--- src/rtl/fan_timer_multistage.sv ---
//==============================================================================
// Module      : fan_timer_multistage
// Description : Multi-stage fan off-timer. A button steps through the stages.
//               Stage 0 runs continuously. Each other stage loads a BCD mm:ss
//               preset and counts it down once per second, with pause/resume.
//               When the count expires, fan_en drops.
// Revision    : 1.0 - initial release
//==============================================================================
`default_nettype none

module fan_timer_multistage #(
    parameter int                            NUM_STAGES  = 4,
    parameter int                            TICK_CYCLES = 100_000_000,
    parameter logic [(NUM_STAGES-1)*16-1:0]  PRESETS     = {16'h0005, 16'h0004, 16'h0003}
) (
    input  logic                  clk,
    input  logic                  reset_n,
    input  logic                  run_en,
    input  logic                  btn_next,
    input  logic                  btn_pause,
    output logic [15:0]           value_timer,
    output logic                  fan_en,
    output logic                  expire,
    output logic                  paused,
    output logic [NUM_STAGES-2:0] stage_led
);

    localparam int c_stage_w = $clog2(NUM_STAGES);
    localparam int c_presc_w = (TICK_CYCLES > 1) ? $clog2(TICK_CYCLES) : 1;
    localparam logic [c_presc_w-1:0] c_tick_max   = c_presc_w'(TICK_CYCLES - 1);
    localparam logic [c_stage_w-1:0] c_last_stage = c_stage_w'(NUM_STAGES - 1);

    typedef enum logic [1:0] {
        S_IDLE    = 2'd0,
        S_RUN     = 2'd1,
        S_PAUSE   = 2'd2,
        S_EXPIRED = 2'd3
    } state_t;

    state_t                  state_q, state_d;
    logic [c_stage_w-1:0]    stage_q, stage_d;
    logic [15:0]             count_q, count_d;
    logic [c_presc_w-1:0]    presc_q, presc_d;
    logic                    expire_q, expire_d;
    logic                    fan_en_q, fan_en_d;
    logic                    paused_q, paused_d;
    logic [NUM_STAGES-2:0]   led_q, led_d;

    logic [c_stage_w-1:0]    stage_nxt;
    logic [15:0]             preset_sel;
    logic                    tick;

    // BCD mm:ss decrement with borrow; only applied to a non-zero count.
    function automatic logic [15:0] bcd_dec(input logic [15:0] v);
        logic [15:0] r;
        r = v;
        if (v[3:0] != 4'd0) begin
            r[3:0] = v[3:0] - 4'd1;
        end else begin
            r[3:0] = 4'd9;
            if (v[7:4] != 4'd0) begin
                r[7:4] = v[7:4] - 4'd1;
            end else begin
                r[7:4] = 4'd5;
                if (v[11:8] != 4'd0) begin
                    r[11:8] = v[11:8] - 4'd1;
                end else begin
                    r[11:8]  = 4'd9;
                    r[15:12] = v[15:12] - 4'd1;
                end
            end
        end
        return r;
    endfunction

    // Next stage on a button press and the preset that stage would load.
    always_comb begin
        stage_nxt  = (stage_q == c_last_stage) ? '0 : stage_q + c_stage_w'(1);
        preset_sel = 16'h0000;
        for (int k = 1; k < NUM_STAGES; k++) begin
            if (stage_nxt == c_stage_w'(k)) begin
                preset_sel = PRESETS[(k-1)*16 +: 16];
            end
        end
    end

    // Timer FSM: priority is run_en low, then btn_next, then per-state behaviour.
    always_comb begin
        state_d  = state_q;
        stage_d  = stage_q;
        count_d  = count_q;
        presc_d  = presc_q;
        expire_d = 1'b0;
        tick     = (presc_q == c_tick_max);

        if (!run_en) begin
            state_d = S_IDLE;
            stage_d = '0;
            count_d = 16'h0000;
            presc_d = '0;
        end else if (btn_next) begin
            // A load discards any tick due in the same cycle.
            stage_d = stage_nxt;
            presc_d = '0;
            if (stage_nxt == '0) begin
                state_d = S_IDLE;
                count_d = 16'h0000;
            end else begin
                state_d = S_RUN;
                count_d = preset_sel;
            end
        end else begin
            case (state_q)
                S_IDLE: begin
                    presc_d = '0;
                end
                S_RUN: begin
                    if (count_q == 16'h0000) begin
                        // Only reachable through a zero preset.
                        state_d  = S_EXPIRED;
                        expire_d = 1'b1;
                        presc_d  = '0;
                    end else begin
                        presc_d = tick ? '0 : presc_q + c_presc_w'(1);
                        if (tick) begin
                            count_d = bcd_dec(count_q);
                            if (count_q == 16'h0001) begin
                                state_d  = S_EXPIRED;
                                expire_d = 1'b1;
                            end
                        end
                        if (btn_pause && state_d == S_RUN) begin
                            state_d = S_PAUSE;
                        end
                    end
                end
                S_PAUSE: begin
                    if (btn_pause) begin
                        state_d = S_RUN;
                    end
                end
                default: begin
                    count_d = 16'h0000;
                    presc_d = '0;
                end
            endcase
        end

        fan_en_d = (state_d != S_EXPIRED);
        paused_d = (state_d == S_PAUSE);
        led_d    = '0;
        for (int k = 1; k < NUM_STAGES; k++) begin
            led_d[k-1] = (stage_d == c_stage_w'(k));
        end
    end

    // State and output registers with synchronous active-low reset.
    always_ff @(posedge clk) begin
        if (!reset_n) begin
            state_q  <= S_IDLE;
            stage_q  <= '0;
            count_q  <= 16'h0000;
            presc_q  <= '0;
            expire_q <= 1'b0;
            fan_en_q <= 1'b1;
            paused_q <= 1'b0;
            led_q    <= '0;
        end else begin
            state_q  <= state_d;
            stage_q  <= stage_d;
            count_q  <= count_d;
            presc_q  <= presc_d;
            expire_q <= expire_d;
            fan_en_q <= fan_en_d;
            paused_q <= paused_d;
            led_q    <= led_d;
        end
    end

    assign value_timer = count_q;
    assign fan_en      = fan_en_q;
    assign expire      = expire_q;
    assign paused      = paused_q;
    assign stage_led   = led_q;

endmodule

`default_nettype wire

--- config.mk ---
export PLATFORM = sky130hd
export DESIGN_NAME = fan_timer_multistage
export DESIGN_NICKNAME = d
export VERILOG_FILES = /design/src/rtl/fan_timer_multistage.sv
export SDC_FILE = /design/constraint.sdc
export NUM_CORES = 1
export LEC_CHECK = 0
export CORE_ASPECT_RATIO = 1.2
export CORE_MARGIN = 5
export CORE_UTILIZATION = 25
export DETAILED_ROUTE_END_ITERATION = 16
export PLACE_DENSITY_LB_ADDON = 0.05
export RECOVER_POWER = 25
export SYNTH_ARGS = -nofsm -noshare
export SYNTH_HDL_FRONTEND = slang
export SYNTH_SLANG_ARGS = --single-unit
--- constraint.sdc ---
create_clock -name clk -period 2.6 [get_ports clk]
set_input_delay 0.52 -clock clk [delete_from_list [all_inputs] [get_ports clk]]
set_output_delay 0.52 -clock clk [all_outputs]
set_load 0.02 [all_outputs]
==> impl_metrics.yaml, run 1 <==
routing:
  wire_per_inst_um: 16.2
  dr.pass1.iters: 4
  via_count: 2731
  via_per_inst: 4.93
  drc: 0
  ant_nets: 0
  wl_um: 8990
  drt_iter0_markers: 75
logic_synthesis:
  synthFlopType: "dfxtp_1"
  synth_edf_count: 0
  yosysWarnings: 0
  synth_top_cell_by_area: "dfxtp_1"
  synth_top_area_share_pct: 35.6
  synthesis.area_mm2: 0.00298
  yosysSeqAreaShare_pct: 35.6
  synth.avg_cell_area_um2: 8.48
  synthesis.instances: 351
  syn-num-nets: 368
  synthTopCellsByArea: "dfxtp_1, ha_1, nor2_1"
  synth_seq_cells: 53
  async_reset_ff_share_pct: 0
  synthDistinctLibCells: 58
floorplan:
  die_width_um: 110
  io_pins: 27
  core_area_mm2: 0.0116
  dieArea_mm2: 0.0142
  start_util_pct: 25.6
  die_h_um: 130
  fp-row-count: 43
layout:
  synthToLayoutAreaGrowth_pct: 25.2
  final_area_mm2: 0.00373
  layout-drive-gt1-share_pct: 12.1
  nets: 413
  antenna_cells: 0
global_route:
  overflow: 0
  grt_first_pass_wirelength_um: 14400
  grt_max_degree: 19
  antenna_found_initial: 0
  gr-usage-all-layers_pct: 13.2
  grt_pass1_vias: 2711
worst_setup_path:
  path_cells: "ha_1 > nor2b_1 > nand4_4 > or4_4 > o21ai_0 > mux2_2"
  r2r_end: "value_timer[12]"
  endpoint_kind: "register"
  crit_type: "register to register"
  crit_required_ns: 2.79
  r2r-start: "presc_q[1]"
  worst_path_largest_cell_delay_ns: 0.65
  crit_slowest_cell: "or4_4"
  start_kind: "register"
  startpoint: "presc_q[1]"
  r2r_slack_ns: 0.21
  critPathMaxFanout: 10
  reg2regPathDepth: 6
  cp.arrival_ns: 2.58
timing:
  finalSetupViolations: 0
  hold_viol: 0
  period_needed_ns: 2.39
  fin_ws_ns: 0.213
  tns_ns: 0
  fmax_mhz: 419
  clock_skew_ns: 0.00888
  whs_ns: 0.504
  finalCritPeriodShare_pct: 91.8
  slew_headroom_pct: 65.5
  slew_viol_final: 0
  worst_pin_slew_ns: 0.513
  rsz0062_at_grt: "no"
cts:
  cts-buffers-inserted: 5
  clk_pin_slew_ns: 0.07
  cts_resized: 0
  postCtsHoldBufs: 0
  clk_latency_ns: 0.29
  htree_levels: 2
  cts-root-buf: "clkbuf_16"
  cts.sinks: 53
  clock_path_buffers: 2
  cts_tree: "done"
  postCtsSetupRepairBufs: 0
placed_design:
  place_ws_ns: 0.104
  port_buffers: 26
  dpl_cell_area_mm2: 0.00357
  gp_congestion: 0.833
  hpwl_um: 6830
worst_hold_path:
  hold_class: "register to register"
  hold_end: "presc_q[21]"
  worstHoldPathCells: 2
  min_from: "presc_q[21]"
power_and_ir_drop:
  leakagePower_nw: 1.38
  vdd_ir_drop_max_v: 0.000258
  finalPower_mw: 1.70
  p_per_area_mw_per_mm2: 456
job:
  maxCapViolations: 0
status:
  status: "finished clean"
==> state kept, by name, summed over array words and instances, names as in the netlist <==
| register | flops |
|---|---|
| paused | 1 |
| presc_q | 27 |
| stage_led | 3 |
| fan_en | 1 |
| expire | 1 |
| value_timer | 16 |
| stage_q | 2 |
| state_q | 2 |
==> worst max-delay path by stage <==
stage	cells past startpoint	endpoint	slack, ns
3_5_place_dp	5	value_timer[12]	0.10
5_1_grt	6	value_timer[12]	0.05
6_report	6	value_timer[12]	0.21
4_1_cts	6	value_timer[12]	0.19
3_3_place_gp	5	value_timer[12]	0.13
2_1_floorplan	9	value_timer[12]	0.06
==> synth_stat cells, drive strengths merged (9+ instances only) <==
master and n:
o21ai 9, ha 12, nand4 12, dfxtp 53, nor2 39, nor3 18
xor2 10, nand2 28, a31oi 11, nand3 14, inv 15, clkbuf 11
and3 9, a21oi 13
==> where the power goes <==
group	leakage (nW)	switching [mW]	total, mW	internal [mW]
clock	0.0799	0.305	0.714	0.409
sequential	0.428	0.00601	0.824	0.818
combinational	0.875	0.0960	0.161	0.0646
total	1.38	0.407	1.70	1.29
==> cells in the final DEF, fill, tap and decap left out, drive strengths merged, types with 4 or more instances in the layout <==
cell,n
a31oi,11
dlygate4sd3,14
nand3b,5
mux2i,5
nand2,28
and3,9
and4,8
ha,12
nor4,6
clkdlybuf4s50,12
clkbuf,7
dfxtp,53
xnor2,8
o21ai,9
or3,4
nand4,12
and2,8
nor2,39
inv,15
nor3b,5
xor2,10
buf,25
a21oi,13
nand3,14
nor3,18
==> logic make-up (layout without fill, tap and decap cells) <==
logic type,after synthesis,in the layout,synth area share [%]
buffers and inverters,28,74,3.82
DFF,53,53,35.6
adders and majority gates,12,12,5.04
muxes,7,7,2.44
xor gates and xnor gates,18,18,5.30
and+or+nand+nor,173,173,33.9
AOI/OAI and AO/OA,60,60,13.8
==> routing by layer <==
| metal | part of all wire, % | GRT usage, % | wire length, µm |
|---|---|---|---|
| met4 | 2.4 | 4.92 | 212 |
| met1 | 43 | 15.2 | 3890 |
| met3 | 2.4 | 2.34 | 219 |
| met5 | 0 | 0 | 0 |
| met2 | 52 | 24.0 | 4660 |
==> layout make-up <==
type	count	area, µm²
Inverter	15	56.3
Clock inverter	1	5.00
Fill cell	1289	7890
Timing Repair Buffer	51	448
Clock buffer	7	153
Tap cell	157	196
Sequential cell	53	1060
Multi-Input combinational cell	270	1810
==> critical path: cells and delay by family, from the launching register on <==
family	cells	cell delay, ns
and+or+nand+nor	3	1.11
DFF	1	0.39
muxes	1	0.35
AOI/OAI and AO/OA	1	0.22
adders and majority gates	1	0.20
==> per-stage QoR <==
step / utilization (%) / instances
after global routing: 32.1 / 554
after detailed placement: 30.7 / 546
after global placement: 30.7 / 546
after CTS: 32.1 / 554
final: 32.1 / 554
after floorplan: - / 351
(Power assumes the default switching activity.)
==> inputs of run 2 (changes only) <==
--- a/config.mk
+++ b/config.mk
@@ -8,6 +8,7 @@
 export CORE_ASPECT_RATIO = 1.2
 export CORE_MARGIN = 5
 export CORE_UTILIZATION = 25
+export CTS_BUF_LIST = sky130_fd_sc_hd__clkbuf_16
 export DETAILED_ROUTE_END_ITERATION = 16
 export PLACE_DENSITY_LB_ADDON = 0.05
 export RECOVER_POWER = 25
==> impl_metrics.yaml, run 2 (synthesis results as in run 1) <==
status:
  status: "finished clean"
routing:
  via_count: 2729
  ant_nets: 0
  dr.pass1.iters: 4
  wire_per_inst_um: 16.3
  drc: 0
  drt_iter0_markers: 77
  wl_um: 9000
  via_per_inst: 4.93
cts:
  cts-root-buf: "clkbuf_16"
  htree_levels: 2
  cts_tree: "done"
  postCtsHoldBufs: 0
  clk_latency_ns: 0.29
  clock_path_buffers: 2
  cts.sinks: 53
  postCtsSetupRepairBufs: 0
  cts-buffers-inserted: 5
  clk_pin_slew_ns: 0.07
  cts_resized: 0
timing:
  worst_pin_slew_ns: 0.520
  hold_viol: 0
  clock_skew_ns: 0.00939
  slew_viol_final: 0
  tns_ns: 0
  rsz0062_at_grt: "no"
  fmax_mhz: 419
  finalSetupViolations: 0
  slew_headroom_pct: 65.1
  whs_ns: 0.505
  finalCritPeriodShare_pct: 91.8
  period_needed_ns: 2.39
worst_setup_path:
  path_depth: 6
  cp_num_buf_inv: 0
  crit_type: "register to register"
  worst_path_largest_cell_delay_ns: 0.65
  critPathMaxFanout: 10
  start_kind: "register"
  cp.arrival_ns: 2.58
  path_cells: "ha_1 > nor2b_1 > nand4_4 > or4_4 > o21ai_0 > mux2_2"
  crit_slowest_cell: "or4_4"
  endpoint_kind: "register"
  reg2regPathDepth: 6
  crit_required_ns: 2.79
  crit_family: "simple AND/OR/NAND/NOR gates"
floorplan:
  fp-row-count: 43
  core_area_mm2: 0.0116
  die_width_um: 110
  start_util_pct: 25.6
  dieArea_mm2: 0.0142
  die_h_um: 130
  io_pins: 27
layout:
  register_area_mm2: 0.00106
  final_area_mm2: 0.00371
  fin_util_pct: 31.9
  n_fill_cell: 1293
  top_register: "presc_q"
  synthToLayoutAreaGrowth_pct: 24.5
  layout-drive-gt1-share_pct: 11.6
  antenna_cells: 0
  final_common_cell: "dfxtp_1"
  layout_common_cells: "dfxtp_1, nor2_1, nand2_1"
  multi_input_area_mm2: 0.00181
  nets: 413
  largest_reg_flops: 27
power_and_ir_drop:
  power.internal_mw: 1.23
  vdd_ir_drop_max_v: 0.000258
  power_frac_clock_pct: 39.9
  finalPower_mw: 1.64
  switching_share_pct: 24.8
  seq_power_share_pct: 50.3
  combPwrFrac_pct: 9.8
  p_per_area_mw_per_mm2: 442
  p_switching_uw: 406
  leakagePower_nw: 1.37
placed_design:
  port_buffers: 26
  hpwl_um: 6830
  gp_congestion: 0.833
  dpl_cell_area_mm2: 0.00357
worst_hold_path:
  hold_class: "register to register"
  worstHoldPathCells: 1
global_route:
  grt_pass1_vias: 2711
  antenna_found_initial: 0
  grt_max_degree: 19
  overflow: 0
  gr-usage-all-layers_pct: 13.2
  grt_first_pass_wirelength_um: 14400
job:
  maxCapViolations: 0
==> run 2: cell count changes in the layout (fill, tap and decap cells not counted) <==
cell      before  now
clkinv_1       0    2
clkbuf_8       2    0
==> run 2: area by class of cell <==
type                       count  share of cell area [%]
inverter                      15                    1.52
sequential                    53                    28.6
tap                          157                    5.30
clock inverter                 3                   0.337
multi-input combinational    270                    48.8
clock buffer                   5                    3.37
timing repair buffer          51                    12.1
==> run 2: layer usage <==
metal	track usage (%)	up-vias	share of wire (%)
li1	-	1379	-
met1	15.2	1293	44
met3	2.34	12	2.2
met4	4.92	0	2.4
met2	24.0	45	52
met5	0	-	0
==> run 2: power groups by stage <==
stage | Clock [mW] | Sequential (mW) | Combinational [mW]
final | 0.653 | 0.824 | 0.161
after global routing | 0.718 | 0.825 | 0.176
after CTS | 0.690 | 0.824 | 0.164
after detailed placement | 0 | 0.843 | 0.163
after global placement | 0 | 0.843 | 0.165
after floorplan | 0 | 0.848 | 0.0836
==> run 2: worst paths after layout <==
kind / startpoint / to / slack (ns)
hold / removal: presc_q[22] / presc_q[22] / 0.51
setup reg to reg: presc_q[1] / value_timer[12] / 0.21
setup / recovery: presc_q[1] / value_timer[12] / 0.21
hold reg to reg: presc_q[22] / presc_q[22] / 0.51
==> run 2: per-stage QoR <==
step                      std cells  setup slack (ns)
after detailed placement        546             0.104
after global placement          546             0.134
final                           554             0.213
after global routing            554            0.0470
after CTS                       554             0.190
after floorplan                 351            0.0617
